--- src/rtl/seg_scan4.sv ---
// seg_scan4 -- four-digit time-multiplexed seven-segment scan driver.
//
// Scans four digits round-robin, holding each one for CLK_DIV cycles.
// New display data is staged on load and reaches the shadow register
// only at a frame boundary, so a frame never shows a half-updated value.
//
// Ports:
//   clk    in   system clock, rising edge
//   rst    in   synchronous reset, active-high
//   load   in   single-cycle strobe capturing data/dp/blank
//   data   in   [15:0] hex nibbles, [3:0] = digit 0 ... [15:12] = digit 3
//   dp     in   [3:0]  decimal-point request per digit, active-high
//   blank  in   [3:0]  blank request per digit, active-high
//   seg    out  [7:0]  segment bus, active-low; bit 7 = dp, bits 6..0 = g..a
//   en     out  [3:0]  digit enables, active-low; bit n = digit n
//   frame  out  one-cycle pulse following each frame boundary
module seg_scan4 #(
  parameter int CLK_DIV = 50000
) (
  input  logic        clk,
  input  logic        rst,
  input  logic        load,
  input  logic [15:0] data,
  input  logic [3:0]  dp,
  input  logic [3:0]  blank,
  output logic [7:0]  seg,
  output logic [3:0]  en,
  output logic        frame
);

  localparam int              CNT_W   = $clog2(CLK_DIV);
  localparam logic [CNT_W-1:0] CNT_MAX = CNT_W'(CLK_DIV - 1);

  logic [CNT_W-1:0] r_cnt;
  logic [1:0]       r_d;

  logic [15:0]      r_stg_data;
  logic [3:0]       r_stg_dp;
  logic [3:0]       r_stg_blank;
  logic             r_pend;

  logic [15:0]      r_sh_data;
  logic [3:0]       r_sh_dp;
  logic [3:0]       r_sh_blank;

  logic [7:0]       r_seg;
  logic [3:0]       r_en;
  logic             r_frame;

  logic             w_wrap;
  logic             w_bound;
  logic [3:0]       w_nib;

  // Active-low g..a pattern for one hex nibble.
  function automatic logic [6:0] seg7_decode(input logic [3:0] n);
    logic [6:0] s;
    case (n)
      4'h0: s = 7'h40;
      4'h1: s = 7'h79;
      4'h2: s = 7'h24;
      4'h3: s = 7'h30;
      4'h4: s = 7'h19;
      4'h5: s = 7'h12;
      4'h6: s = 7'h02;
      4'h7: s = 7'h78;
      4'h8: s = 7'h00;
      4'h9: s = 7'h10;
      4'hA: s = 7'h08;
      4'hB: s = 7'h03;
      4'hC: s = 7'h46;
      4'hD: s = 7'h21;
      4'hE: s = 7'h06;
      default: s = 7'h0E;
    endcase
    return s;
  endfunction

  assign w_wrap  = (r_cnt == CNT_MAX);
  assign w_bound = w_wrap && (r_d == 2'd3);
  assign w_nib   = r_sh_data[r_d*4 +: 4];

  always_ff @(posedge clk) begin
    if (rst) begin
      r_cnt       <= '0;
      r_d         <= 2'd0;
      r_stg_data  <= 16'h0000;
      r_stg_dp    <= 4'h0;
      r_stg_blank <= 4'h0;
      r_pend      <= 1'b0;
      r_sh_data   <= 16'h0000;
      r_sh_dp     <= 4'h0;
      r_sh_blank  <= 4'h0;
      r_seg       <= 8'hFF;
      r_en        <= 4'hF;
      r_frame     <= 1'b0;
    end else begin
      r_cnt   <= w_wrap ? '0 : r_cnt + 1'b1;
      if (w_wrap)
        r_d <= r_d + 2'd1;
      r_frame <= w_bound;

      // Latest load always overwrites staging; the pending flag decides
      // whether the boundary actually commits it.
      if (load) begin
        r_stg_data  <= data;
        r_stg_dp    <= dp;
        r_stg_blank <= blank;
      end

      if (w_bound) begin
        // A load landing on the boundary bypasses staging entirely.
        if (load) begin
          r_sh_data  <= data;
          r_sh_dp    <= dp;
          r_sh_blank <= blank;
        end else if (r_pend) begin
          r_sh_data  <= r_stg_data;
          r_sh_dp    <= r_stg_dp;
          r_sh_blank <= r_stg_blank;
        end
        r_pend <= 1'b0;
      end else if (load) begin
        r_pend <= 1'b1;
      end

      // cnt==0 is a guard cycle with all digits off, preventing ghosting
      // while the shared segment bus changes to the next digit.
      if ((r_cnt == '0) || r_sh_blank[r_d]) begin
        r_en  <= 4'hF;
        r_seg <= 8'hFF;
      end else begin
        r_en  <= ~(4'b0001 << r_d);
        r_seg <= {~r_sh_dp[r_d], seg7_decode(w_nib)};
      end
    end
  end

  assign seg   = r_seg;
  assign en    = r_en;
  assign frame = r_frame;

endmodule

--- config.mk ---
export PLATFORM = sky130hd
export DESIGN_NAME = seg_scan4
export DESIGN_NICKNAME = d
export VERILOG_FILES = /design/src/rtl/seg_scan4.sv
export SDC_FILE = /design/constraint.sdc
export NUM_CORES = 1
export LEC_CHECK = 0
export ABC_AREA = 0
export CAP_MARGIN = 5
export CORE_ASPECT_RATIO = 1.75
export CORE_MARGIN = 8
export CORE_UTILIZATION = 50
export DETAILED_ROUTE_END_ITERATION = 8
export PLACE_DENSITY = 0.78
export SETUP_SLACK_MARGIN = 0.3
export SLEW_MARGIN = 15
export SYNTH_ARGS = -nofsm -noshare
export SYNTH_HDL_FRONTEND = slang
export SYNTH_SLANG_ARGS = --single-unit
--- constraint.sdc ---
create_clock -name clk -period 2.1 [get_ports clk]
set_input_delay 0.42 -clock clk [delete_from_list [all_inputs] [get_ports clk]]
set_output_delay 0.42 -clock clk [all_outputs]
set_load 0.02 [all_outputs]
Yosys cells after proc, flatten, opt, wreduce, memory -nomap -nowiden --
Memory sizes are Yosys's and may differ from the RTL's. A register that Yosys moved wholly into a read port is not among the register bits. Cells that the tools add are included.
Word-level totals: flip-flop bits (word level) 80, word-level logic and storage cells 40, bits in read-only memories 112, input port bits 27, memories kept 1
Cells by class: $add $sub $neg 2, magnitude comparators 1, bitwise logic cells 2, reductions and logical operators 8, mux-type cells 10, equal/unequal tests 2, shift operators 2
Memory list:
- (no name shown) | words 16, width 7, rd ports 1, clocked after memory_dff 1, wr ports 0, RTL line 57 | case (n)
Operators by type and width (number):
- 16-bit 2-to-1 mux | 2
- 16-bit by 1-bit adder with 16-bit output (second input constant) | 1
- 16-bit equality test (second input constant) | 1
- 16-bit logical NOT | 1
- 4-bit 2-to-1 mux | 4
- 16-bit by 5-bit variable part select with 4-bit output | 1
- 2-bit OR reduction | 3
- 1-bit binary-select mux with 2-bit select | 2
- 4-bit inverter | 1
- 1-bit by 2-bit << shifter with 4-bit output (first input constant) | 1
- 2-bit by 3-bit < comparator with 1-bit output (second input constant) | 1
- 2-bit by 1-bit adder with 2-bit output (second input constant) | 1
- 2-bit equality test (second input constant) | 1
- 1-bit 2-to-1 mux | 2
- 2-bit AND reduction | 1
- 2-bit nonzero test | 1
- 1-bit logical AND | 1
- 1-bit logical OR | 1
- 1-bit inverter | 1

Longest topological paths before layout --
depth after elaboration 4, mapped depth 7, mapped depth without buffers 6

Least setup slack after synthesis --
OpenSTA, ideal clock, no wires.
kind register to register, start reg r_d[0], end reg r_seg[0] (netlist: seg[0]), setup slack 34 ps, cell stages (with the launch flop) 8, arrival time 1979 ps, path buffers 1, library setup time 87 ps, path through dfxtp_1 -> buf_2 -> mux4_2 -> inv_1 -> ha_1 -> nor2_1 -> a22o_1 -> o31ai_1
Between the ends: longest elaborated chain between the ends 4, elaborated cells on any way between the ends 5, those cells by class shift: 1; mux: 2; reduce/logical: 2
RTL lines:
- start: declaration | RTL line 35 | logic [1:0] r_d;
- start signal: assignment | RTL line 99 | r_d <= r_d + 2'd1;
- 1-bit binary-select mux with 2-bit select | RTL line 128 | if ((r_cnt == '0) || r_sh_blank[r_d]) begin
- 1-bit 2-to-1 mux (not written as such) | RTL line 128
- 1-bit logical OR | RTL line 128
- 2-bit OR reduction (no line)
- end: declaration | RTL line 46 | logic [7:0] r_seg;
Several ways; a longest one is shown, not always the timed one. The select of a mux whose other input is x is not followed. A chain may end at the register's enable or synchronous reset.

Worst setup path after layout --
start reg r_cnt[13], end reg r_sh_data[7]
Between the ends: longest elaborated chain between the ends 3
RTL lines:
- start: declaration | RTL line 34 | logic [CNT_W-1:0] r_cnt;
- start signal: assignment | RTL line 97 | r_cnt <= w_wrap ? '0 : r_cnt + 1'b1;
- 16-bit equality test | RTL line 78 | assign w_wrap = (r_cnt == CNT_MAX);
- 1-bit logical AND | RTL line 79 | assign w_bound = w_wrap && (r_d == 2'd3);
- 2-bit AND reduction (no line)
- end signal: assignment | RTL line 113 | r_sh_data <= data;
- end signal: assignment | RTL line 117 | r_sh_data <= r_stg_data;
- end: declaration | RTL line 42 | logic [15:0] r_sh_data;
No other way between the ends.

==> metrics.txt <==
initial antenna violation count=0; most frequent cells in the layout=74 x dfxtp_1, 38 x clkdlybuf4s50_1, 37 x nor2_1, 33 x mux2i_1, 24 x nor2b_1; Sequential Power Share=47.8%; crit path DAT=2180 ps; DRC viols=0; crit path from=r_cnt[13]; CTS Buffer Depth=2; Total GRT Usage=15.89%; leak pwr=0.001788 µW; RSZ-0062 raised after global routing=true; Distinct cells, synth=42; H-Tree Depth=3; CTS Root Cell=clkbuf_16; Fill cells=530; IO Pins=40; # setup viols final=0; Mapped Nets=381; critical path buffer and inverter count=1; maximum vdd drop=0.6020 mV; clk_lat worst skew=340 ps; Design Power=3308 µW; Comb power frac=7.4%; dpl hpwl=5.267 mm; Tcrit/Tclk final=93.20%; Fmax=0.5109 GHz; worst-margin pin slew=484.8 ps; antenna fix cells=0; Relative slew margins=67.68%; clock skew=7.546 ps; Synth Flop Type=dfxtp_1; slowest stage cell, crit path=or4_4; Vias/cell=5.388; WS Path Type=flop to flop; dpl ws=80.68 ps; initial core utilization=51.33%; 1st-iter DRT viols=145; total CTS buffers=9; Hold WS=442.3 ps; WL/cell=16.21 µm; die width=79.42 µm; sinks on the clock net=80; Worst setup SP type=flop; die height=127.0 µm; crit path max fanout=12; Final Wtd Congestion=0.8754; Sw Share=21.51%; proportion of power drawn by the clock network=44.8%; Cell Int Power=2597 µW; Required @ worst endpoint=2320 ps; mean post-synth cell area=10.29 µm²; FFs w/ async S/R, synth=0%; minimum clock period=1957 ps; critical-path cell list=or4_4 -> nor2_2 -> and4b_2 -> clkbuf_16 -> mux2_4; Site Rows=40; Die ar.=0.01009 mm²; final hold violations=0; design area=0.004598 mm²; EDFF count, synth=0; Area Overhead vs Synth=30.64%; final worst slack=142.8 ps; min-delay src=r_cnt[0]; Core ar.=0.006857 mm²; clk slew on worst S/H paths=60 ps; CTS tree=yes; post-synthesis sequential area ratio=45.50%; layout cell share with drive strength beyond 1=24.24%; max_cap viols=0; switching power=711.7 µW; Via Count=2586; Post-layout nets=432; Hold Buf Count CTS=0; reg2reg start=r_cnt[13]; Power Dens Cells=719.5 mW/mm²; vias in the first global route=2563; Min-Delay Path Class=flop to flop; drt first pass iters=4; Final ANT Viol Nets=0; total gr overflow=0; final WL=7.780 mm; placed cell area=0.004156 mm²; Mapped Cells=342; Synth Register Bits=80; synthesized cell area=0.003520 mm²; CP delay by family, top=simple AND/OR/NAND/NOR gates; first-pass GRT wire length=12.52 mm; setup TNS=0 ps; most common cell after layout, fill and taps aside=dfxtp_1; max-slew violations=0; status=complete, no violations; largest stage delay on the critical path=540 ps; # port buffers=39; Syn. warnings=0; largest net degree at the start of global routing=34; CP endpoint kind=flop
[state kept, by name (all words and copies together), names as in the netlist]
signal and cells:
en 4, frame 1, r_cnt 16, r_d 2, r_pend 1, r_sh_blank 4, r_sh_data 16, r_sh_dp 4
r_stg_blank 4, r_stg_data 16, r_stg_dp 4, seg 8
[power groups by stage]
stage	clock, µW	combinational [µW]	sequential [µW]
after floorplan	0	104	1630
after global placement	0	231	1610
after detailed placement	0	235	1610
after CTS	1510	247	1580
after global routing	1560	265	1580
final	1480	246	1580
[what timing repair did]
item	in CTS	in global routing
pin swaps	6	4
cloned	1	1
hold endpoints to repair	0	0
setup buffers	5	1
gates resized for setup	12	16
setup endpoints to repair	49	51
[layer usage]
metal / up-vias / global-route usage, % / share of wire (%)
met5: - / 0 / 0
met4: 0 / 7.903 / 2.7
met3: 18 / 5.337 / 4.2
met2: 48 / 27.48 / 54
met1: 1240 / 16.39 / 39
li1: 1280 / - / -
[synth_stat cells, types with 3 or more instances]
master    instances  area share [%]
inv_1            11             1.2
nor4_1            3            0.53
mux2i_1          34             9.7
nor3_1            7             1.0
o221ai_1          3            0.75
clkbuf_1          8            0.85
nor2_1           44             4.7
buf_2             7             1.0
nor2b_1          24             4.3
nand2_1           8            0.85
nand4_1           5            0.89
dfxtp_1          80              46
or3_1             3            0.53
mux2_2           26             8.3
nand3_1          10             1.4
nor3b_1           4            0.85
xnor2_1          12             3.0
ha_1             12             4.3
o21ai_0           4            0.57
a21oi_1           4            0.57
mux4_2            4             2.6
[per-stage QoR]
step / utilization [%] / std cells
floorplan: - / 342
global placement: 60.62 / 458
detailed placement: 60.62 / 458
CTS: 65.84 / 478
global route: 67.06 / 480
finish: 67.06 / 480
[layout make-up]
| class | count | area [µm²] | share of cell area, % |
|---|---|---|---|
| multi-input cells | 230 | 1944 | 42.29 |
| flip-flops and latches | 80 | 1612 | 35.05 |
| repair buffers | 60 | 610.6 | 13.28 |
| clock buffers | 10 | 229.0 | 4.980 |
| well taps | 84 | 105.1 | 2.286 |
| inverters | 12 | 50.05 | 1.088 |
| clock inverters | 4 | 47.55 | 1.034 |
[path summary, 6_finish.rpt]
kind                                     end  slack (ps)  depth (start not counted)
worst max-delay path            r_sh_data[7]         140                          5
worst min-delay path                r_cnt[0]         440                          1
worst max register to register  r_sh_data[7]         140                          5
worst min register to register      r_cnt[0]         440                          1
[kinds of logic (layout without fill, tap and decap cells)]
family                   after synthesis  in the layout  synth area share (%)
XOR/XNOR                              14             14                 3.484
buffers and inverters                 32             86                 4.088
AO/OA/AOI/OAI                         21             21                 4.479
flip-flops                            80             80                 45.50
AND/OR/NAND/NOR                      119            119                 17.63
multiplexers                          64             64                 20.55
adder cells (fa/ha/maj)               12             12                 4.266
(Power assumes the default switching activity.)
